===== config.mk =====
export PLATFORM = sky130hd
export DESIGN_NAME = vec_relu_grad_flat
export DESIGN_NICKNAME = d
export VERILOG_FILES = /design/src/rtl/vec_relu_grad_if.sv /design/src/rtl/vec_relu_grad.sv /design/src/flat_wrapper.sv
export SDC_FILE = /design/constraint.sdc
export NUM_CORES = 1
export LEC_CHECK = 0
export CORE_AREA = 2 2 153 155
export DETAILED_ROUTE_END_ITERATION = 16
export DIE_AREA = 0 0 155 157
export PLACE_DENSITY_LB_ADDON = 0.25
export SETUP_SLACK_MARGIN = 0.1
export SYNTH_ARGS = -nofsm -noshare
export SYNTH_HDL_FRONTEND = slang
export SYNTH_SLANG_ARGS = --single-unit

===== constraint.sdc =====
create_clock -name clk -period 3.3 [get_ports clk]
set_input_delay 0.825 -clock clk [delete_from_list [all_inputs] [get_ports clk]]
set_output_delay 0.825 -clock clk [all_outputs]
set_load 0.005 [all_outputs]

===== src/rtl/vec_relu_grad_if.sv =====
// Handshake bundle for vec_relu_grad: forward-mask push, gradient pop and masked-gradient output.
interface vec_relu_grad_if #(
  parameter int unsigned VEC_SIZE   = 4,
  parameter int unsigned EXP_WIDTH  = 8,
  parameter int unsigned FRAC_WIDTH = 23,
  parameter int unsigned MASK_DEPTH = 8
);
  localparam int unsigned W      = 1 + EXP_WIDTH + FRAC_WIDTH;
  localparam int unsigned DATA_W = VEC_SIZE * W;
  localparam int unsigned CNT_W  = $clog2(MASK_DEPTH + 1);

  logic              flush;
  logic              fwd_valid;
  logic              fwd_ready;
  logic [DATA_W-1:0] fwd_in;
  logic              grad_valid;
  logic              grad_ready;
  logic [DATA_W-1:0] grad_in;
  logic              out_valid;
  logic              out_ready;
  logic [DATA_W-1:0] out_data;
  logic [CNT_W-1:0]  mask_count;

  modport master (
    output flush, fwd_valid, fwd_in, grad_valid, grad_in, out_ready,
    input  fwd_ready, grad_ready, out_valid, out_data, mask_count
  );

  modport slave (
    input  flush, fwd_valid, fwd_in, grad_valid, grad_in, out_ready,
    output fwd_ready, grad_ready, out_valid, out_data, mask_count
  );
endinterface


===== src/rtl/vec_relu_grad.sv =====
// ReLU backward gate: queues per-element "was positive" masks from the forward stream
// and applies them, in arrival order, to incoming gradient vectors.
module vec_relu_grad #(
  parameter int unsigned VEC_SIZE   = 4,
  parameter int unsigned EXP_WIDTH  = 8,
  parameter int unsigned FRAC_WIDTH = 23,
  parameter int unsigned MASK_DEPTH = 8
) (
  input  logic           clk,
  input  logic           rst_n,
  vec_relu_grad_if.slave bus
);
  localparam int unsigned W      = 1 + EXP_WIDTH + FRAC_WIDTH;
  localparam int unsigned DATA_W = VEC_SIZE * W;
  localparam int unsigned PTR_W  = $clog2(MASK_DEPTH);
  localparam int unsigned CNT_W  = $clog2(MASK_DEPTH + 1);

  logic [PTR_W-1:0]    wr_ptr;
  logic [PTR_W-1:0]    rd_ptr;
  logic [CNT_W-1:0]    count_q;
  logic                out_valid_q;
  logic [DATA_W-1:0]   out_data_q;
  logic [VEC_SIZE-1:0] mask_mem [MASK_DEPTH];

  logic [VEC_SIZE-1:0] fwd_mask_c;
  logic [VEC_SIZE-1:0] rd_mask_c;
  logic [DATA_W-1:0]   gated_c;
  logic                fwd_ready_c;
  logic                grad_ready_c;
  logic                push_c;
  logic                pop_c;

  // Readiness depends only on registered state, flush and out_ready.
  assign fwd_ready_c  = (count_q < CNT_W'(MASK_DEPTH)) && !bus.flush;
  assign grad_ready_c = (count_q != '0) && (!out_valid_q || bus.out_ready) && !bus.flush;
  assign push_c       = bus.fwd_valid && fwd_ready_c;
  assign pop_c        = bus.grad_valid && grad_ready_c;
  assign rd_mask_c    = mask_mem[rd_ptr];

  // Strictly positive: sign clear and magnitude non-zero (+NaN/+Inf count as positive).
  always_comb begin
    fwd_mask_c = '0;
    for (int i = 0; i < int'(VEC_SIZE); i++) begin
      fwd_mask_c[i] = !bus.fwd_in[i*W + W - 1] && (|bus.fwd_in[i*W +: W-1]);
    end
  end

  // Masked-off elements become +0.
  always_comb begin
    gated_c = '0;
    for (int i = 0; i < int'(VEC_SIZE); i++) begin
      if (rd_mask_c[i]) gated_c[i*W +: W] = bus.grad_in[i*W +: W];
    end
  end

  // Mask storage needs no reset: entries are only read while counted as held.
  always_ff @(posedge clk) begin
    if (push_c) mask_mem[wr_ptr] <= fwd_mask_c;
  end

  // Pointers and occupancy; full/empty come from count_q alone.
  always_ff @(posedge clk or negedge rst_n) begin
    if (!rst_n) begin
      wr_ptr  <= '0;
      rd_ptr  <= '0;
      count_q <= '0;
    end else if (bus.flush) begin
      wr_ptr  <= '0;
      rd_ptr  <= '0;
      count_q <= '0;
    end else begin
      if (push_c) wr_ptr <= wr_ptr + PTR_W'(1);
      if (pop_c)  rd_ptr <= rd_ptr + PTR_W'(1);
      if (push_c && !pop_c)      count_q <= count_q + CNT_W'(1);
      else if (pop_c && !push_c) count_q <= count_q - CNT_W'(1);
    end
  end

  // Output register: load on pop, release on accept, hold under backpressure.
  always_ff @(posedge clk or negedge rst_n) begin
    if (!rst_n) begin
      out_valid_q <= 1'b0;
      out_data_q  <= '0;
    end else if (pop_c) begin
      out_valid_q <= 1'b1;
      out_data_q  <= gated_c;
    end else if (out_valid_q && bus.out_ready) begin
      out_valid_q <= 1'b0;
    end
  end

  assign bus.fwd_ready  = fwd_ready_c;
  assign bus.grad_ready = grad_ready_c;
  assign bus.out_valid  = out_valid_q;
  assign bus.out_data   = out_data_q;
  assign bus.mask_count = count_q;

endmodule


===== src/flat_wrapper.sv =====
// flat-port wrapper written by rule: the top's interface ports become plain ports
module vec_relu_grad_flat 
#(
  parameter int unsigned VEC_SIZE   = 4,
  parameter int unsigned EXP_WIDTH  = 8,
  parameter int unsigned FRAC_WIDTH = 23,
  parameter int unsigned MASK_DEPTH = 8
)
  (clk, rst_n, bus_flush, bus_fwd_valid, bus_fwd_in, bus_grad_valid, bus_grad_in, bus_out_ready, bus_fwd_ready, bus_grad_ready, bus_out_valid, bus_out_data, bus_mask_count);
  vec_relu_grad_if #(.VEC_SIZE(VEC_SIZE), .EXP_WIDTH(EXP_WIDTH), .FRAC_WIDTH(FRAC_WIDTH), .MASK_DEPTH(MASK_DEPTH)) bus_i ();
  input  logic clk;
  input  logic rst_n;
  input wire logic [$bits(bus_i.flush)-1:0] bus_flush;
  input wire logic [$bits(bus_i.fwd_valid)-1:0] bus_fwd_valid;
  input wire logic [$bits(bus_i.fwd_in)-1:0] bus_fwd_in;
  input wire logic [$bits(bus_i.grad_valid)-1:0] bus_grad_valid;
  input wire logic [$bits(bus_i.grad_in)-1:0] bus_grad_in;
  input wire logic [$bits(bus_i.out_ready)-1:0] bus_out_ready;
  output wire logic [$bits(bus_i.fwd_ready)-1:0] bus_fwd_ready;
  output wire logic [$bits(bus_i.grad_ready)-1:0] bus_grad_ready;
  output wire logic [$bits(bus_i.out_valid)-1:0] bus_out_valid;
  output wire logic [$bits(bus_i.out_data)-1:0] bus_out_data;
  output wire logic [$bits(bus_i.mask_count)-1:0] bus_mask_count;
  assign bus_i.flush = bus_flush;
  assign bus_i.fwd_valid = bus_fwd_valid;
  assign bus_i.fwd_in = bus_fwd_in;
  assign bus_i.grad_valid = bus_grad_valid;
  assign bus_i.grad_in = bus_grad_in;
  assign bus_i.out_ready = bus_out_ready;
  assign bus_fwd_ready = bus_i.fwd_ready;
  assign bus_grad_ready = bus_i.grad_ready;
  assign bus_out_valid = bus_i.out_valid;
  assign bus_out_data = bus_i.out_data;
  assign bus_mask_count = bus_i.mask_count;
  vec_relu_grad #(.VEC_SIZE(VEC_SIZE), .EXP_WIDTH(EXP_WIDTH), .FRAC_WIDTH(FRAC_WIDTH), .MASK_DEPTH(MASK_DEPTH)) u_core (.clk(clk), .rst_n(rst_n), .bus(bus_i));
endmodule

==> impl_metrics.py, run 1 <==
metrics = {
    "die": {
        "initial_utilization": 0.325,
        "dieArea_mm2": 0.0243,
        "placementRows": 55,
        "die_w_um": 155,
        "die_h_um": 157,
        "ios": 397,
        "core_mm2": 0.0225,
    },
    "setup_path": {
        "r2r_cells": 8,
        "start_kind": "input pin",
        "crit_path_end_kind": "primary output",
        "worstPathRequired_ns": 2.47,
        "r2r_start": "u_core.bus.mask_count[0]",
        "crit_arrival_ns": 2.24,
        "r2r_end": "u_core.bus.mask_count[3]",
        "critPathLaunch": "bus_out_ready",
        "critPathCapture": "bus_grad_ready",
        "regToRegSetupSlack_ns": 0.87,
        "cp_max_fo": 4,
        "critPathKind": "input pin to primary output",
    },
    "sta": {
        "setup_viol": 0,
        "final_hold_viol_count": 0,
        "clock_skew_ns": 0.0115,
        "max_freq_mhz": 326,
        "tns_ns": 0,
        "rsz0062_at_grt": "no",
        "worstMarginPinSlew_ns": 0.856,
        "post-route-min-period_ns": 3.06,
        "slew_headroom": 0.430,
        "fin_crit_sh": 0.928,
        "finalMaxSlewViolations": 0,
    },
    "clock_tree": {
        "hold_buffers": 0,
        "cts_tree": "done",
        "h-tree-depth": 4,
        "cts.clk_slew.worst_paths_ns": 0.07,
        "cts_buffers": 17,
        "clock-sinks": 171,
        "clockBufferDepth": 2,
        "cts-root-buf": "clkbuf_16",
        "post_cts_buffers": 0,
        "cts.repair.resized": 0,
        "worstSkewPairLatency_ns": 0.42,
    },
    "finish": {
        "layout.nets": 1375,
        "area_growth_pct": 65.3,
        "n_antenna_cell": 0,
        "final_layout_size_suffix_gt1_frac": 0.0688,
    },
    "detailed_routing": {
        "drt_iter0_drc": 361,
        "drt-met1-wl_um": 9110,
        "vias": 6761,
        "dr_wl_met2_um": 11800,
        "wl_met3_um": 1710,
        "wirelength_um": 23100,
        "wire_per_inst_um": 16.5,
        "dr.pass1.iters": 6,
        "top_layer": "met4",
        "ant_nets": 0,
        "avgViaCountPerCell": 4.82,
        "drc_errors": 0,
    },
    "global_route": {
        "grt_overflow": 0,
        "grt_max_degree": 138,
        "track_usage": 0.189,
        "antenna_found_initial": 0,
        "first_global_vias": 6857,
        "grt_pass1_wl_um": 35900,
    },
    "synthesis": {
        "synth-seq-area-share": 0.606,
        "syn_avg_cell_area_um2": 10.1,
        "synth_nets": 990,
        "synth_edf_count": 32,
        "ys_top_cells_by_area": "dfrtp_1 48%, nand2_1 14%, edfxtp_1 13%",
        "yosys_most_used_dff": "dfrtp_1",
        "synth_top_area_cell": "dfrtp_1",
        "synth_async_sr_flop_share": 0.813,
        "syn_inst": 723,
        "ys_ff_latch": 171,
        "yosys_warnings": 0,
        "yosysUniqueCellTypes": 34,
        "synthesis.area_mm2": 0.00732,
        "synth.top_cell.area_share": 0.475,
    },
    "power": {
        "ir_worst_vdd_v": 0.000508,
        "power.density_mw_per_mm2": 701,
        "cellLeakagePower_nw": 5.32,
        "finalPower_mw": 8.49,
    },
    "place": {
        "port_buffers": 396,
        "place.gp.congestion": 0.750,
        "dp_hpwl_um": 16500,
    },
    "run_status": {
        "status": "finished, final reports clean",
    },
    "hold_path": {
        "hold_class": "input pin to async pin",
    },
    "run": {
        "max_cap_viol_count": 0,
    },
}
## synthesized netlist by cell type (2+ instances only)
cell / count
nand4_1: 8
nand2_1: 266
xor2_1: 2
a21oi_1: 2
nand3_2: 15
mux2_2: 4
nand2b_1: 6
o22ai_1: 2
buf_2: 27
buf_6: 15
dfrtp_1: 139
mux2i_1: 2
nor2_1: 17
inv_1: 5
nand3_1: 116
buf_1: 2
nor4_1: 28
ha_1: 4
mux4_2: 8
nor3_1: 6
edfxtp_1: 32
o21ai_0: 5
## report_power, final
group | internal (mW) | leakage [nW] | total (mW) | switching, mW
logic | 1.80 | 2.93 | 3.21 | 1.41
registers | 2.82 | 2.11 | 3.20 | 0.380
clock network | 1.20 | 0.288 | 2.08 | 0.877
## metrics by stage
stage	cell area (um2)	hold WS, ns	std cells	utilization	setup slack (ns)
floorplan	7320	0.470	723	-	0.604
global placement	11500	0.457	1374	0.511	0.261
detailed placement	11500	0.461	1374	0.511	0.265
CTS	12100	0.390	1404	0.538	0.237
global route	12100	0.404	1404	0.538	0.188
finish	12100	0.373	1404	0.538	0.236
## worst max-delay path, stage by stage
cell and delay (ns):
clkdlybuf4s50_1 0.46, nand2b_1 0.25, and3b_1 0.20, clkdlybuf4s50_1 0.51
## state kept, by name, summed over array words and instances, names as in the netlist
signal and flops:
u_core.wr_ptr 3, u_core.bus.mask_count 4, u_core.rd_ptr 3, u_core.mask_mem 32
u_core.bus.out_valid 1, u_core.bus.out_data 128
## kinds of logic (layout without fill, tap and decap cells)
group / count (synthesis) / in the layout / synth area share
muxes: 14 / 14 / 0.0335
DFF: 171 / 171 / 0.606
buffers and inverters: 50 / 446 / 0.0456
xor gates and xnor gates: 3 / 3 / 0.00359
AOI/OAI and AO/OA: 10 / 10 / 0.00735
and+or+nand+nor: 470 / 470 / 0.294
adders and majority gates: 5 / 5 / 0.00957
## layout by cell type (no fill, tap or decap), types with 5 or more instances in the layout
| cell type | n |
|---|---|
| mux4_2 | 8 |
| nor2_1 | 17 |
| edfxtp_1 | 32 |
| nor3_1 | 6 |
| dfrtp_1 | 139 |
| nand3_1 | 115 |
| nand2_1 | 266 |
| nand4_1 | 8 |
| clkdlybuf4s50_1 | 395 |
| buf_4 | 11 |
| inv_1 | 5 |
| nand2b_1 | 6 |
| o21ai_0 | 5 |
| nand3_2 | 15 |
| nor4_1 | 28 |
| clkbuf_16 | 17 |
## cell type report
type	count	area, um2
clock buffer	18	433
sequential	171	4440
fill	2056	10400
tap	285	357
inverter	5	18.8
multi-input combinational	502	2560
clock inverter	12	161
timing repair buffer	411	4130
## how the worst min path moves through the flow
stage               slack [ns]                      from                       end
finish                    0.37                     rst_n  u_core.bus.out_data[118]
CTS                       0.39                     rst_n  u_core.bus.out_data[118]
global route              0.40                     rst_n  u_core.bus.out_data[118]
detailed placement        0.46  u_core.bus.out_data[115]  u_core.bus.out_data[115]
global placement          0.46   u_core.bus.out_data[19]   u_core.bus.out_data[19]
floorplan                 0.47    u_core.bus.out_data[0]    u_core.bus.out_data[0]
## per-layer routing
metal	vias up	GRT usage
li1	3216	-
met1	3240	0.219
met2	278	0.341
met3	27	0.0476
met4	0	0.0617
met5	-	0
No activity file was read; power rests on OpenSTA's default activity.
==> inputs of run 2 (changes only) <==
--- a/config.mk
+++ b/config.mk
@@ -5,6 +5,7 @@
 export SDC_FILE = /design/constraint.sdc
 export NUM_CORES = 1
 export LEC_CHECK = 0
+export CAP_MARGIN = 20
 export CORE_AREA = 2 2 153 155
 export DETAILED_ROUTE_END_ITERATION = 16
 export DIE_AREA = 0 0 155 157
==> results of run 2 <==
Same layout as run 1: the final DEF is identical, and so are final timing and power.
